## src/rtl/code_lock_fsm_pkg.sv

```systemverilog
// Shared types and LED encodings for the keypad code lock.
package code_lock_pkg;

  typedef enum logic [1:0] {
    LOCKED,
    ENTRY,
    UNLOCKED,
    ALARM
  } lock_state_t;

  localparam logic [2:0] RGB_OFF    = 3'b000;
  localparam logic [2:0] RGB_UNLOCK = 3'b010;
  localparam logic [2:0] RGB_ALARM  = 3'b101;

endpackage

```

## src/rtl/code_lock_fsm_if.sv

```systemverilog
// Keypad-side inputs and LED-side outputs of the code lock, bundled for one port.
interface code_lock_fsm_if #(
  parameter int unsigned DIGIT_W   = 4,
  parameter int unsigned CODE_LEN  = 4,
  parameter int unsigned EXIT_LEN  = 2,
  parameter int unsigned MAX_FAILS = 3
);
  localparam int unsigned FAIL_W = $clog2(MAX_FAILS + 1);

  logic                         key_valid;
  logic [DIGIT_W-1:0]           key;
  logic [CODE_LEN*DIGIT_W-1:0]  code;
  logic [EXIT_LEN*DIGIT_W-1:0]  exit_code;
  logic [DIGIT_W-1:0]           clear_key;
  logic [CODE_LEN-1:0]          progress;
  logic                         unlocked;
  logic                         alarm;
  logic [FAIL_W-1:0]            fail_count;
  logic [2:0]                   rgb;

  modport master (
    output key_valid, key, code, exit_code, clear_key,
    input  progress, unlocked, alarm, fail_count, rgb
  );

  modport slave (
    input  key_valid, key, code, exit_code, clear_key,
    output progress, unlocked, alarm, fail_count, rgb
  );

endinterface

```

## src/rtl/code_lock_fsm_timer.sv

```systemverilog
// Up-counter with synchronous clear; expire_o flags the cycle the count sits at limit_i.
module lock_timer #(
  parameter int unsigned W = 8
) (
  input  logic         clk,
  input  logic         rst,
  input  logic         clr_i,
  input  logic         en_i,
  input  logic [W-1:0] limit_i,
  output logic         expire_o
);

  logic [W-1:0] cnt_q, cnt_d;

  always_ff @(posedge clk or posedge rst) begin
    if (rst) cnt_q <= '0;
    else     cnt_q <= cnt_d;
  end

  always_comb begin
    cnt_d = cnt_q;
    if (clr_i)     cnt_d = '0;
    else if (en_i) cnt_d = cnt_q + W'(1);
  end

  assign expire_o = en_i && (cnt_q == limit_i);

endmodule

```

## src/rtl/code_lock_fsm.sv

```systemverilog
// Keypad code lock: N-digit entry with sticky mismatch, failure counting, alarm with exit code,
// inter-key timeout and auto-relock. All outputs are registered decodes of the next state.
module code_lock_fsm
  import code_lock_pkg::*;
#(
  parameter int unsigned DIGIT_W     = 4,
  parameter int unsigned CODE_LEN    = 4,
  parameter int unsigned EXIT_LEN    = 2,
  parameter int unsigned MAX_FAILS   = 3,
  parameter int unsigned TIMEOUT_CYC = 100_000_000,
  parameter int unsigned RELOCK_CYC  = 500_000_000
) (
  input  logic           clk,
  input  logic           rst,
  code_lock_fsm_if.slave bus
);

  localparam int unsigned IDX_W  = (CODE_LEN > 1) ? $clog2(CODE_LEN) : 1;
  localparam int unsigned EXI_W  = (EXIT_LEN > 1) ? $clog2(EXIT_LEN) : 1;
  localparam int unsigned FAIL_W = $clog2(MAX_FAILS + 1);
  localparam int unsigned TMAX   = (TIMEOUT_CYC > RELOCK_CYC) ? TIMEOUT_CYC : RELOCK_CYC;
  localparam int unsigned TW     = (TMAX < 2) ? 1 : $clog2(TMAX + 1);

  localparam logic [IDX_W-1:0]  IDX_LAST  = IDX_W'(CODE_LEN - 1);
  localparam logic [EXI_W-1:0]  EXI_LAST  = EXI_W'(EXIT_LEN - 1);
  localparam logic [FAIL_W-1:0] FAIL_MAX  = FAIL_W'(MAX_FAILS);
  // Counter starts at 0 on reload, so expiry at LIMIT-1 means exactly LIMIT cycles in the state
  localparam logic [TW-1:0]     TO_LIM    = (TIMEOUT_CYC == 0) ? '0 : TW'(TIMEOUT_CYC - 1);
  localparam logic [TW-1:0]     RL_LIM    = (RELOCK_CYC == 0)  ? '0 : TW'(RELOCK_CYC - 1);

  lock_state_t         state_q, state_d;
  logic [IDX_W-1:0]    idx_q, idx_d;
  logic                mism_q, mism_d;
  logic [FAIL_W-1:0]   fail_q, fail_d;
  logic [EXI_W-1:0]    exit_q, exit_d;
  logic [CODE_LEN-1:0] prog_q, prog_d;
  logic                unl_q, unl_d;
  logic                alm_q, alm_d;
  logic [2:0]          rgb_q, rgb_d;

  logic               done, done_mm;
  logic               tmr_clr, tmr_en, tmr_exp;
  logic [TW-1:0]      tmr_limit;
  logic [DIGIT_W-1:0] first_digit, cur_digit, exit_first, exit_digit;

  assign first_digit = bus.code[(CODE_LEN-1)*DIGIT_W +: DIGIT_W];
  assign cur_digit   = bus.code[(CODE_LEN-1-int'(idx_q))*DIGIT_W +: DIGIT_W];
  assign exit_first  = bus.exit_code[(EXIT_LEN-1)*DIGIT_W +: DIGIT_W];
  assign exit_digit  = bus.exit_code[(EXIT_LEN-1-int'(exit_q))*DIGIT_W +: DIGIT_W];

  assign tmr_en    = ((state_q == ENTRY)    && (TIMEOUT_CYC != 0)) ||
                     ((state_q == UNLOCKED) && (RELOCK_CYC  != 0));
  assign tmr_clr   = bus.key_valid || (state_d != state_q);
  assign tmr_limit = (state_q == UNLOCKED) ? RL_LIM : TO_LIM;

  lock_timer #(.W(TW)) u_timer (
    .clk      (clk),
    .rst      (rst),
    .clr_i    (tmr_clr),
    .en_i     (tmr_en),
    .limit_i  (tmr_limit),
    .expire_o (tmr_exp)
  );

  always_ff @(posedge clk or posedge rst) begin
    if (rst) begin
      state_q <= LOCKED;
      idx_q   <= '0;
      mism_q  <= 1'b0;
      fail_q  <= '0;
      exit_q  <= '0;
      prog_q  <= '0;
      unl_q   <= 1'b0;
      alm_q   <= 1'b0;
      rgb_q   <= RGB_OFF;
    end else begin
      state_q <= state_d;
      idx_q   <= idx_d;
      mism_q  <= mism_d;
      fail_q  <= fail_d;
      exit_q  <= exit_d;
      prog_q  <= prog_d;
      unl_q   <= unl_d;
      alm_q   <= alm_d;
      rgb_q   <= rgb_d;
    end
  end

  always_comb begin
    state_d = state_q;
    idx_d   = idx_q;
    mism_d  = mism_q;
    fail_d  = fail_q;
    exit_d  = exit_q;
    done    = 1'b0;
    done_mm = 1'b0;
    case (state_q)
      LOCKED: begin
        if (bus.key_valid && (bus.key != bus.clear_key)) begin
          if (CODE_LEN == 1) begin
            done    = 1'b1;
            done_mm = (bus.key != first_digit);
          end else begin
            state_d = ENTRY;
            idx_d   = IDX_W'(1);
            mism_d  = (bus.key != first_digit);
          end
        end
      end
      ENTRY: begin
        if (bus.key_valid) begin
          if (!mism_q && (bus.key == cur_digit)) begin
            done    = (idx_q == IDX_LAST);
            done_mm = 1'b0;
            idx_d   = idx_q + IDX_W'(1);
          end else if (bus.key == bus.clear_key) begin
            state_d = LOCKED;
            idx_d   = '0;
            mism_d  = 1'b0;
          end else begin
            done    = (idx_q == IDX_LAST);
            done_mm = 1'b1;
            mism_d  = 1'b1;
            idx_d   = idx_q + IDX_W'(1);
          end
        end else if (tmr_exp) begin
          state_d = LOCKED;
          idx_d   = '0;
          mism_d  = 1'b0;
        end
      end
      UNLOCKED: begin
        if (bus.key_valid || tmr_exp) state_d = LOCKED;
      end
      ALARM: begin
        // A wrong key restarts the exit sequence but may itself be its first digit
        if (bus.key_valid) begin
          if (bus.key == exit_digit) begin
            if (exit_q == EXI_LAST) begin
              state_d = LOCKED;
              fail_d  = '0;
              exit_d  = '0;
            end else begin
              exit_d = exit_q + EXI_W'(1);
            end
          end else if (bus.key == exit_first) begin
            exit_d = EXI_W'(1);
          end else begin
            exit_d = '0;
          end
        end
      end
      default: state_d = LOCKED;
    endcase

    if (done) begin
      idx_d  = '0;
      mism_d = 1'b0;
      if (!done_mm) begin
        state_d = UNLOCKED;
        fail_d  = '0;
      end else if ((fail_q + FAIL_W'(1)) == FAIL_MAX) begin
        state_d = ALARM;
        fail_d  = fail_q + FAIL_W'(1);
      end else begin
        state_d = LOCKED;
        fail_d  = fail_q + FAIL_W'(1);
      end
    end
  end

  always_comb begin
    prog_d = '0;
    unl_d  = 1'b0;
    alm_d  = 1'b0;
    rgb_d  = RGB_OFF;
    case (state_d)
      ENTRY: begin
        for (int unsigned i = 0; i < CODE_LEN; i++) begin
          prog_d[CODE_LEN-1-i] = (i < 32'(idx_d));
        end
      end
      UNLOCKED: begin
        prog_d = '1;
        unl_d  = 1'b1;
        rgb_d  = RGB_UNLOCK;
      end
      ALARM: begin
        for (int unsigned i = 0; i < CODE_LEN; i++) begin
          prog_d[i] = ((i % 2) == 0);
        end
        alm_d = 1'b1;
        rgb_d = RGB_ALARM;
      end
      default: ;
    endcase
  end

  assign bus.progress   = prog_q;
  assign bus.unlocked   = unl_q;
  assign bus.alarm      = alm_q;
  assign bus.fail_count = fail_q;
  assign bus.rgb        = rgb_q;

endmodule

```

## src/flat_wrapper.sv

```systemverilog
// flat-port wrapper written by rule: the top's interface ports become plain ports
module code_lock_fsm_flat import code_lock_pkg::*;
#(
  parameter int unsigned DIGIT_W     = 4,
  parameter int unsigned CODE_LEN    = 4,
  parameter int unsigned EXIT_LEN    = 2,
  parameter int unsigned MAX_FAILS   = 3,
  parameter int unsigned TIMEOUT_CYC = 100_000_000,
  parameter int unsigned RELOCK_CYC  = 500_000_000
)
  (clk, rst, bus_key_valid, bus_key, bus_code, bus_exit_code, bus_clear_key, bus_progress, bus_unlocked, bus_alarm, bus_fail_count, bus_rgb);
  code_lock_fsm_if #(.DIGIT_W(DIGIT_W), .CODE_LEN(CODE_LEN), .EXIT_LEN(EXIT_LEN), .MAX_FAILS(MAX_FAILS)) bus_i ();
  input  logic clk;
  input  logic rst;
  input wire logic [$bits(bus_i.key_valid)-1:0] bus_key_valid;
  input wire logic [$bits(bus_i.key)-1:0] bus_key;
  input wire logic [$bits(bus_i.code)-1:0] bus_code;
  input wire logic [$bits(bus_i.exit_code)-1:0] bus_exit_code;
  input wire logic [$bits(bus_i.clear_key)-1:0] bus_clear_key;
  output wire logic [$bits(bus_i.progress)-1:0] bus_progress;
  output wire logic [$bits(bus_i.unlocked)-1:0] bus_unlocked;
  output wire logic [$bits(bus_i.alarm)-1:0] bus_alarm;
  output wire logic [$bits(bus_i.fail_count)-1:0] bus_fail_count;
  output wire logic [$bits(bus_i.rgb)-1:0] bus_rgb;
  assign bus_i.key_valid = bus_key_valid;
  assign bus_i.key = bus_key;
  assign bus_i.code = bus_code;
  assign bus_i.exit_code = bus_exit_code;
  assign bus_i.clear_key = bus_clear_key;
  assign bus_progress = bus_i.progress;
  assign bus_unlocked = bus_i.unlocked;
  assign bus_alarm = bus_i.alarm;
  assign bus_fail_count = bus_i.fail_count;
  assign bus_rgb = bus_i.rgb;
  code_lock_fsm #(.DIGIT_W(DIGIT_W), .CODE_LEN(CODE_LEN), .EXIT_LEN(EXIT_LEN), .MAX_FAILS(MAX_FAILS), .TIMEOUT_CYC(TIMEOUT_CYC), .RELOCK_CYC(RELOCK_CYC)) u_core (.clk(clk), .rst(rst), .bus(bus_i));
endmodule
```

## config.mk

```make
export PLATFORM = sky130hd
export DESIGN_NAME = code_lock_fsm_flat
export DESIGN_NICKNAME = d
export VERILOG_FILES = /design/src/rtl/code_lock_fsm_pkg.sv /design/src/rtl/code_lock_fsm_if.sv /design/src/rtl/code_lock_fsm_timer.sv /design/src/rtl/code_lock_fsm.sv /design/src/flat_wrapper.sv
export SDC_FILE = /design/constraint.sdc
export NUM_CORES = 1
export LEC_CHECK = 0
export CORE_MARGIN = 4
export CORE_UTILIZATION = 40
export CTS_BUF_LIST = sky130_fd_sc_hd__clkbuf_16
export DETAILED_ROUTE_END_ITERATION = 8
export PLACE_DENSITY = 0.67
export SETUP_SLACK_MARGIN = 0.1
export SLEW_MARGIN = 10
export SYNTH_ARGS = -nofsm -noshare
export SYNTH_HDL_FRONTEND = slang
export SYNTH_HIERARCHICAL = 1
export SYNTH_SLANG_ARGS = --single-unit
```

## constraint.sdc

```tcl
create_clock -name clk -period 5.75 [get_ports clk]
set_input_delay 1.725 -clock clk [delete_from_list [all_inputs] [get_ports clk]]
set_output_delay 1.725 -clock clk [all_outputs]
set_load 0.01 [all_outputs]
```

==> results.txt, run 1 <==
vias in the first global route: 2,694
final wirelength: 7470 um
total track usage: 15.5%
list of most frequent post-synthesis cells: 43 x dfrtp_1, 34 x xnor2_1, 28 x xor2_1, 26 x nor2_1, 18 x nand2_1
ys flop type: dfrtp_1
class of the worst hold path: flop to flop
fin crit share: 93.0%
clock-pin slew on the worst setup and hold paths: 60 ps
clk_lat worst skew: 290 ps
die footprint: 9720 sq um
Setup CP Type: primary input to flop
Fin Clk Skew: 6.68 ps
Syn-to-layout area delta: 21.3%
minimum clock period: 5350 ps
Num CTS Buffers: 5
DR DRC count: 0
slew margin rel.: 29.5%
most frequent cell after synthesis: dfrtp_1
Gate power share: 44.1%
Cell Pwr Density: 325 nW/um^2
Int Power: 0.815 mW
CP arrival: 5550 ps
maxcap violations: 0
Critical R2R Capture: u_core/u_timer/cnt_q[28]
Std-Cell Core Area: 7850 sq um
layout cells sized above 1: 8.66%
DR WL/cell: 14.8 um
synth unique cells: 61
Clk pwr share: 25.0%
register-to-register setup slack: 900 ps
Slew @ Worst Pin: 1050 ps
Overflow after GRT: 0
post-cts sizing count: 0
CTS tree: built
Non-Filler Instances: 506
via count: 2,764
synth warn: 6
Fin Setup TNS: 0 ps
antenna cell count: 0
first-iteration detailed-routing DRC count: 124
Hold Vio Cnt, Final: 0
drt first pass iters: 4
Seq pwr share: 30.9%
post-synthesis instance total: 351
mapped cell area: 3280 sq um
CP max FO: 17
crit end category: flop
Clock Sinks: 43
GPL Wtd Cong: 0.832
status: completed
htree depth: 2
NumNets Final: 445
placed cell area: 3810 sq um
r2r startpoint: u_core/state_q[0]
Syn Area/Cell: 9.35 sq um
largest net degree at the start of global routing: 30
first-pass GRT wire length: 12,600 um
Leak: 1.62 nW
Switching Share: 37.0%
Die X: 98.6 um
sequential share of the synthesized area: 32.8%
hpwl dp: 5700 um
Top Ports: 46
Inst Count DP: 498
Worst Path Required: 5960 ps
synth top area cells: dfrtp_1 33%, xnor2_1 9.1%, xor2_1 7.5%
Setup Buffers After CTS: 0
crit path launch type: primary input
die height: 98.6 um
cell taking the most area after synthesis: dfrtp_1
Peak VDD IR: 0.177 mV
P_sw: 0.478 mW
Max Clock Freq: 187 MHz
Routed Antenna Nets: 0
total power: 1.29 mW
RSZ-0062 raised after global routing: false
maximum clock path buffer count: 2
Port Buffers: 45
share of the synthesized area in the top cell type: 32.8%
clock root cell: clkbuf_16
Final Setup Violations: 0
CP startpoint: bus_code[12]
Synth Register Bits: 43
Worst Setup EP: u_core/u_timer/cnt_q[28]
row cnt: 32
EDFF count, synth: 0
Initial Utilization: 41.8%
initial antenna violation count: 0
async set-or-reset flop fraction in the synthesized netlist: 100%
Vias/cell: 5.46
Hold-fix buffers, CTS: 0
FF-to-FF path depth: 19
post-layout instance area: 3980 sq um
max-slew violation count: 0
-- layout by cell type, fill, tap and decap left out, drive strengths merged, types with 4 or more instances in the layout --
| cell | count |
|---|---|
| nor2b | 4 |
| inv | 10 |
| conb | 22 |
| mux2i | 11 |
| nor2 | 26 |
| nand3 | 19 |
| ha | 7 |
| nor4 | 12 |
| dfrtp | 43 |
| nand4 | 10 |
| clkdlybuf4s50 | 45 |
| a211oi | 4 |
| and3 | 6 |
| clkbuf | 5 |
| and4 | 5 |
| o21ai | 13 |
| nor3 | 4 |
| o31ai | 4 |
| nand2 | 18 |
| buf | 7 |
| a21oi | 16 |
| xnor2 | 34 |
| or4 | 4 |
| xor2 | 28 |
| or3 | 8 |
-- power by group through the flow --
stage	sequential [mW]	clock, mW	combinational, mW
after floorplan	0.389	0	0.436
after global placement	0.405	0	0.559
after detailed placement	0.405	0	0.568
after CTS	0.401	0.331	0.571
after global routing	0.407	0.343	0.621
final	0.400	0.323	0.570
-- worst min path at each step --
stage / from / end / slack, ps / cells past startpoint
final: u_core/bus.fail_count[1] / u_core/bus.fail_count[1] / 550 / 2
after global routing: u_core/bus.fail_count[1] / u_core/bus.fail_count[1] / 580 / 2
after CTS: u_core/bus.fail_count[1] / u_core/bus.fail_count[1] / 560 / 2
after detailed placement: u_core/bus.fail_count[1] / u_core/bus.fail_count[1] / 550 / 2
after global placement: u_core/bus.fail_count[1] / u_core/bus.fail_count[1] / 530 / 2
after floorplan: u_core/u_timer/cnt_q[28] / u_core/u_timer/cnt_q[28] / 540 / 2
-- per-layer routing --
| metal | wire length, um | up-vias | share of wire (%) | track usage [%] |
|---|---|---|---|---|
| li1 | - | 1344 | - | - |
| met4 | 73 | 0 | 0.98 | 3.26 |
| met5 | 0 | - | 0 | 0 |
| met1 | 3310 | 1346 | 44 | 19.5 |
| met3 | 344 | 9 | 4.6 | 3.11 |
| met2 | 3740 | 65 | 50 | 27.5 |
-- flip-flops by register name, summed over array words and instances (netlist names) --
signal,count
u_core/state_q,2
u_core/exit_q,1
u_core/bus.alarm,1
u_core/u_timer/cnt_q,29
u_core/mism_q,1
u_core/bus.progress,4
u_core/idx_q,2
u_core/bus.fail_count,2
u_core/bus.unlocked,1
-- kinds of logic (layout without fill, tap and decap cells) --
kind of cell / after synthesis / count (layout) / share of synthesized area (%)
AO/OA/AOI/OAI: 59 / 59 / 13.6
XOR/XNOR: 62 / 62 / 16.5
adder cells (fa/ha/maj): 7 / 7 / 2.67
buffers and inverters: 38 / 71 / 6.56
flip-flops: 43 / 43 / 32.8
multiplexers: 17 / 17 / 6.44
other: 2 / 22 / 0.229
AND/OR/NAND/NOR: 123 / 123 / 21.2
-- worst max-delay path, cell delays in order --
cell and delay (ps):
clkdlybuf4s50_1 440, mux4_2 480, xor2_1 150, a2111o_1 540, a31oi_4 220, o221ai_2 130
nand2_1 190, a211o_1 290, buf_4 260, o2111a_1 350, nand2_1 90, or4_1 510
a21oi_1 160
-- area by class of cell --
type,instances,area (sq um)
fillers,734,3860
multi-input cells,290,2070
flip-flops and latches,43,1080
repair buffers,52,503
well taps,102,128
clock buffers,5,125
clock inverters,3,43.8
inverters,11,41.3
-- stage by stage --
step / hold WS (ps) / setup WS [ps] / util [%]
after floorplan: 536 / 977 / -
after global placement: 531 / 233 / 48.6
after detailed placement: 546 / 150 / 48.6
after CTS: 556 / 422 / 50.7
after global routing: 583 / 231 / 50.7
final: 552 / 404 / 50.7
Power figures use the tool's default switching activity.
==> inputs of run 2 (changes only) <==
--- a/config.mk
+++ b/config.mk
@@ -5,11 +5,13 @@
 export SDC_FILE = /design/constraint.sdc
 export NUM_CORES = 1
 export LEC_CHECK = 0
+export CELL_PAD_IN_SITES_DETAIL_PLACEMENT = 0
+export CELL_PAD_IN_SITES_GLOBAL_PLACEMENT = 1
 export CORE_MARGIN = 4
 export CORE_UTILIZATION = 40
 export CTS_BUF_LIST = sky130_fd_sc_hd__clkbuf_16
 export DETAILED_ROUTE_END_ITERATION = 8
-export PLACE_DENSITY = 0.67
+export PLACE_DENSITY = 0.83
 export SETUP_SLACK_MARGIN = 0.1
 export SLEW_MARGIN = 10
 export SYNTH_ARGS = -nofsm -noshare
==> results.txt, run 2 (synthesis results as in run 1) <==
total power: 1.34 mW (+3.7%)
die height: 98.6 um (unchanged)
register-to-register setup slack: 570 ps (-330 ps)
Hold-fix buffers, CTS: 0 (unchanged)
Clock Sinks: 43 (unchanged)
Hold Path End: u_core/bus.fail_count[1]
htree depth: 2 (unchanged)
vias in the first global route: 2,722 (+1.0%)
Top Ports: 46 (unchanged)
Die X: 98.6 um (unchanged)
hold path cells: 2 (unchanged)
crit path launch type: primary input
Setup CP Type: primary input to flop
commonest cells after routing, fill and taps aside: 45 x clkdlybuf4s50_1, 43 x dfrtp_1, 34 x xnor2_1, 28 x xor2_1, 26 x nor2_1
Std-Cell Core Area: 7850 sq um (unchanged)
class of the worst hold path: flop to flop
Final Setup Violations: 0 (unchanged)
Num CTS Buffers: 5 (unchanged)
Setup Buffers After CTS: 0 (unchanged)
minimum clock period: 5340 ps (-6.69 ps)
fin crit share: 92.9% (-0.12 points)
CP arrival: 5510 ps (-40 ps)
Worst Path Required: 5920 ps (-40 ps)
FF-to-FF path depth: 19 (unchanged)
total track usage: 16.5% (+1.0 points)
critical path, cell by cell: clkdlybuf4s50_1 -> mux4_2 -> xor2_1 -> a2111o_1 -> a211oi_2 -> o32a_2 -> nor2_1 -> a211o_1 -> buf_4 -> o2111ai_1 -> nor3_1 -> nand4_1 -> mux2_2
critical path's slowest cell: a2111o_1
Port Buffers: 45 (unchanged)
first-pass GRT wire length: 13,200 um (+4.9%)
Critical R2R Capture: u_core/u_timer/cnt_q[19]
Max Clock Freq: 187 MHz (+0.13%)
crit end category: flop
Peak VDD IR: 0.149 mV (-16%)
GPL Wtd Cong: 0.836 (+0.54%)
CP max FO: 30 (+13)
fin util: 51.1% (+0.40 points)
Fin Clk Skew: 3.53 ps (-3.15 ps)
Vias/cell: 5.32 (-2.6%)
most common cell after layout, fill and taps aside: clkdlybuf4s50_1
Biggest register: u_core/u_timer/cnt_q
status: completed
slew margin rel.: 52.0% (+22 points)
Crit path max-delay family: compound AO/OA/AOI/OAI gates
RSZ-0062 raised after global routing: false
first-iteration detailed-routing DRC count: 79 (-36%)
largest net degree at the start of global routing: 31 (+3.3%)
r2r startpoint: u_core/state_q[0]
CTS tree: built
max-slew violation count: 0 (unchanged)
Syn-to-layout area delta: 22.3%
die footprint: 9720 sq um (unchanged)
Fin Setup TNS: 0 ps (unchanged)
Initial Utilization: 41.8% (unchanged)
final wirelength: 7610 um (+1.9%)
clock-pin slew on the worst setup and hold paths: 60 ps (about the same)
clk_lat worst skew: 290 ps (about the same)
Routed Antenna Nets: 0 (unchanged)
Hold Vio Cnt, Final: 0 (unchanged)
Critical Path Stages: 13 (unchanged)
Leak: 1.64 nW (+0.91%)
Slew @ Worst Pin: 714 ps (-338 ps)
layout cells sized above 1: 8.89% (+0.23 points)
NumNets Final: 446 (+0.22%)
row cnt: 32 (unchanged)
DR WL/cell: 15.0 um (+1.7%)
maxcap violations: 0 (unchanged)
buffers and inverters on the worst path: 2 (unchanged)
Cell Pwr Density: 334 nW/um^2 (+2.9%)
via count: 2,698 (-2.4%)
antenna cell count: 0 (unchanged)
maximum clock path buffer count: 2 (unchanged)
DR DRC count: 0 (unchanged)
hpwl dp: 5810 um (+2.0%)
post-cts sizing count: 0 (unchanged)
Hold Crit Start: u_core/bus.fail_count[1]
max reg flops: 29 (unchanged)
initial antenna violation count: 0 (unchanged)
Overflow after GRT: 0 (unchanged)
drt first pass iters: 4 (unchanged)
highest cell delay on the worst timing path: 540 ps (about the same)
clock root cell: clkbuf_16
-- run 2: worst max path at each step --
stage | startpoint | end | slack (ps)
finish | bus_code[12] | u_core/u_timer/cnt_q[19] | 410
global route | u_core/state_q[0] | u_core/u_timer/cnt_q[28] | 100
CTS | bus_code[12] | u_core/u_timer/cnt_q[19] | 440
detailed placement | bus_code[12] | u_core/u_timer/cnt_q[19] | 140
global placement | bus_code[12] | u_core/u_timer/cnt_q[19] | 210
floorplan | bus_code[0] | u_core/u_timer/cnt_q[21] | 980
-- run 2: per-layer routing --
| layer | track usage (%) | up-vias | wire (um) |
|---|---|---|---|
| met5 | 0 | - | 0 |
| met4 | 3.57 | 0 | 55 |
| met3 | 4.10 | 6 | 246 |
| met2 | 27.7 | 39 | 3770 |
| met1 | 21.5 | 1320 | 3530 |
| li1 | - | 1333 | - |
-- run 2: stage by stage --
step / setup slack (ps) / hold slack, ps / instance area, sq um / instances
2_1_floorplan: 977 / 536 / 3360 / 371
3_3_place_gp: 205 / 532 / 3820 / 499
3_5_place_dp: 145 / 542 / 3820 / 499
4_1_cts: 438 / 552 / 4010 / 507
5_1_grt: 101 / 579 / 4010 / 507
6_report: 411 / 550 / 4010 / 507
-- run 2: final cells by class --
class	instances	area [sq um]
timing repair buffer	53	510
sequential	43	1080
clock inverter	3	67.6
clock buffer	5	125
fill	748	3830
inverter	11	41.3
multi-input combinational	290	2070
tap	102	128
-- run 2: tightest hold or removal path, stage by stage, from the launching register on --
cell and delay [ps]:
dfrtp_1 390, inv_1 60, o22ai_1 60
-- run 2: power breakdown --
part,internal (mW),switching (mW)
clock network,0.249,0.120
registers,0.345,0.0548
logic,0.264,0.307
==> inputs of run 3 (changes only) <==
--- a/config.mk
+++ b/config.mk
@@ -7,9 +7,9 @@
 export LEC_CHECK = 0
 export CELL_PAD_IN_SITES_DETAIL_PLACEMENT = 0
 export CELL_PAD_IN_SITES_GLOBAL_PLACEMENT = 1
-export CORE_MARGIN = 4
 export CORE_UTILIZATION = 40
 export CTS_BUF_LIST = sky130_fd_sc_hd__clkbuf_16
+export CTS_CLUSTER_DIAMETER = 100
 export DETAILED_ROUTE_END_ITERATION = 8
 export PLACE_DENSITY = 0.83
 export SETUP_SLACK_MARGIN = 0.1
==> results.txt, run 3 (synthesis results as in run 1) <==
GPL Wtd Cong: 0.820 (-2.0%)
Top Ports: 46 (unchanged)
first-iteration detailed-routing DRC count: 129 (+63%)
worst hold margin: 554 ps (+3.21 ps)
RSZ-0062 raised after global routing: false
M1 GR Usage: 25.8% (+4.2 points)
DR WL/cell: 14.2 um (-5.2%)
Peak VDD IR: 0.174 mV (+17%)
crit path launch type: primary input
Fin Clk Skew: 5.25 ps (+1.72 ps)
register-to-register setup slack: 690 ps (+120 ps)
Max Clock Freq: 189 MHz (+0.83%)
drt first pass iters: 4 (unchanged)
Setup Buffers After CTS: 0 (unchanged)
maximum clock path buffer count: 2 (unchanged)
Hold-fix buffers, CTS: 0 (unchanged)
hpwl dp: 5650 um (-2.7%)
Hold Vio Cnt, Final: 0 (unchanged)
Vias/cell: 5.24 (-1.5%)
first-pass GRT wire length: 12,600 um (-4.5%)
Hold Crit Start: u_core/bus.fail_count[1]
Biggest register: u_core/u_timer/cnt_q
Storage cell area: 1080 sq um (unchanged)
Overflow after GRT: 0 (unchanged)
crit end category: flop
layout cells sized above 1: 8.66% (-0.23 points)
Port Buffers: 45 (unchanged)
NumNets Final: 445 (-0.22%)
Fin Setup TNS: 0 ps (unchanged)
max-slew violation count: 0 (unchanged)
Worst Path Required: 5910 ps (about the same)
fillers: 734 (-1.9%)
die height: 92.6 um (-6.1%)
initial antenna violation count: 0 (unchanged)
CP arrival: 5460 ps (-50 ps)
Hold Path End: u_core/bus.fail_count[1]
max reg flops: 29 (unchanged)
fin crit share: 92.1% (-0.76 points)
CTS tree: built
Num CTS Buffers: 5 (unchanged)
Syn-to-layout area delta: 21.3%
clk_lat worst skew: 280 ps (about the same)
most common cell after layout, fill and taps aside: clkdlybuf4s50_1
post-cts sizing count: 0 (unchanged)
r2r startpoint: u_core/state_q[0]
Leak: 1.63 nW (-0.71%)
class of the worst hold path: flop to flop
CP max FO: 20 (-33%)
Die X: 92.6 um (-6.1%)
largest net degree at the start of global routing: 30 (-3.2%)
Initial Utilization: 41.8% (unchanged)
grt met3 use: 2.55% (-1.6 points)
row cnt: 32 (unchanged)
Final Setup Violations: 0 (unchanged)
clock-pin slew on the worst setup and hold paths: 60 ps (about the same)
vias in the first global route: 2,623 (-3.6%)
commonest cells after routing, fill and taps aside: 45 x clkdlybuf4s50_1, 43 x dfrtp_1, 34 x xnor2_1, 28 x xor2_1, 26 x nor2_1
Inst Count DP: 498 (-0.20%)
post-layout instance area: 3980 sq um (-0.78%)
Critical R2R Capture: u_core/u_timer/cnt_q[21]
Routed Antenna Nets: 0 (unchanged)
via count: 2,651 (-1.7%)
total track usage: 18.5% (+2.0 points)
DR DRC count: 0 (unchanged)
Std-Cell Core Area: 7850 sq um (unchanged)
Setup CP Type: primary input to flop
Cell Pwr Density: 322 nW/um^2 (-3.5%)
Multi-input gate area: 2070 sq um (unchanged)
maxcap violations: 0 (unchanged)
htree depth: 2 (unchanged)
antenna cell count: 0 (unchanged)
status: completed
placed cell area: 3810 sq um (-0.20%)
minimum clock period: 5300 ps (-44.0 ps)
Non-Filler Instances: 506 (-0.20%)
FF-to-FF path depth: 18 (-1)
slew margin rel.: 48.5% (-3.5 points)
hold path cells: 2 (unchanged)
Slew @ Worst Pin: 766 ps (+52.1 ps)
die footprint: 8570 sq um (-12%)
M2 GR Usage: 30.4% (+2.7 points)
final wirelength: 7200 um (-5.4%)
Clock Sinks: 43 (unchanged)
clock root cell: clkbuf_16
global routing's busiest layer: met2
==> run 3: changes by cell type in the layout (fill, tap and decap cells not counted) <==
| cell | change |
|---|---|
| clkinv_2 | +1 |
| buf_4 | -1 |
| clkinvlp_4 | -1 |
| clkinv_4 | +1 |
| bufinv_16 | -1 |
==> run 3: metal layers <==
metal	vias up	share of wire, %
li1	1345	-
met1	1251	48
met2	51	48
met3	4	3.4
met4	0	0.67
met5	-	0
==> run 3: worst max-delay path, stage by stage <==
cell,delay [ps]
clkdlybuf4s50_1,440
mux4_2,480
xor2_1,160
a2111o_1,540
a211oi_2,280
o32a_2,260
nor2_1,50
a211o_1,340
buf_4,240
o2111ai_1,360
nor3_1,120
nand4_1,110
mux2_2,340
==> run 3: final cells by class <==
| cell class | instances | share of cell area [%] |
|---|---|---|
| clock inverters | 3 | 1.10 |
| repair buffers | 52 | 12.6 |
| flip-flops and latches | 43 | 27.0 |
| well taps | 102 | 3.20 |
| multi-input cells | 290 | 51.9 |
| clock buffers | 5 | 3.14 |
| inverters | 11 | 1.04 |
==> run 3: how the worst max path moves through the flow <==
stage / cells past startpoint / endpoint / startpoint / slack (ps)
detailed placement: 13 / u_core/u_timer/cnt_q[19] / bus_code[12] / 170
CTS: 13 / u_core/u_timer/cnt_q[19] / bus_code[12] / 460
finish: 13 / u_core/u_timer/cnt_q[19] / bus_code[12] / 450
global route: 13 / u_core/u_timer/cnt_q[19] / bus_code[12] / 210
floorplan: 14 / u_core/u_timer/cnt_q[21] / bus_code[0] / 980
global placement: 13 / u_core/u_timer/cnt_q[19] / bus_code[12] / 220
==> run 3: per-stage QoR <==
step	utilization [%]	power [mW]	setup slack [ps]
2_1_floorplan	-	0.824	977
3_3_place_gp	48.6	0.963	217
3_5_place_dp	48.6	0.970	171
4_1_cts	50.7	1.30	463
5_1_grt	50.7	1.38	211
6_report	50.7	1.28	455
==> run 3: where the power goes <==
part	leakage, nW	switching (mW)	total [mW]	internal, mW
registers	0.583	0.0521	0.398	0.345
logic	0.961	0.302	0.565	0.263
clock network	0.0838	0.116	0.320	0.205
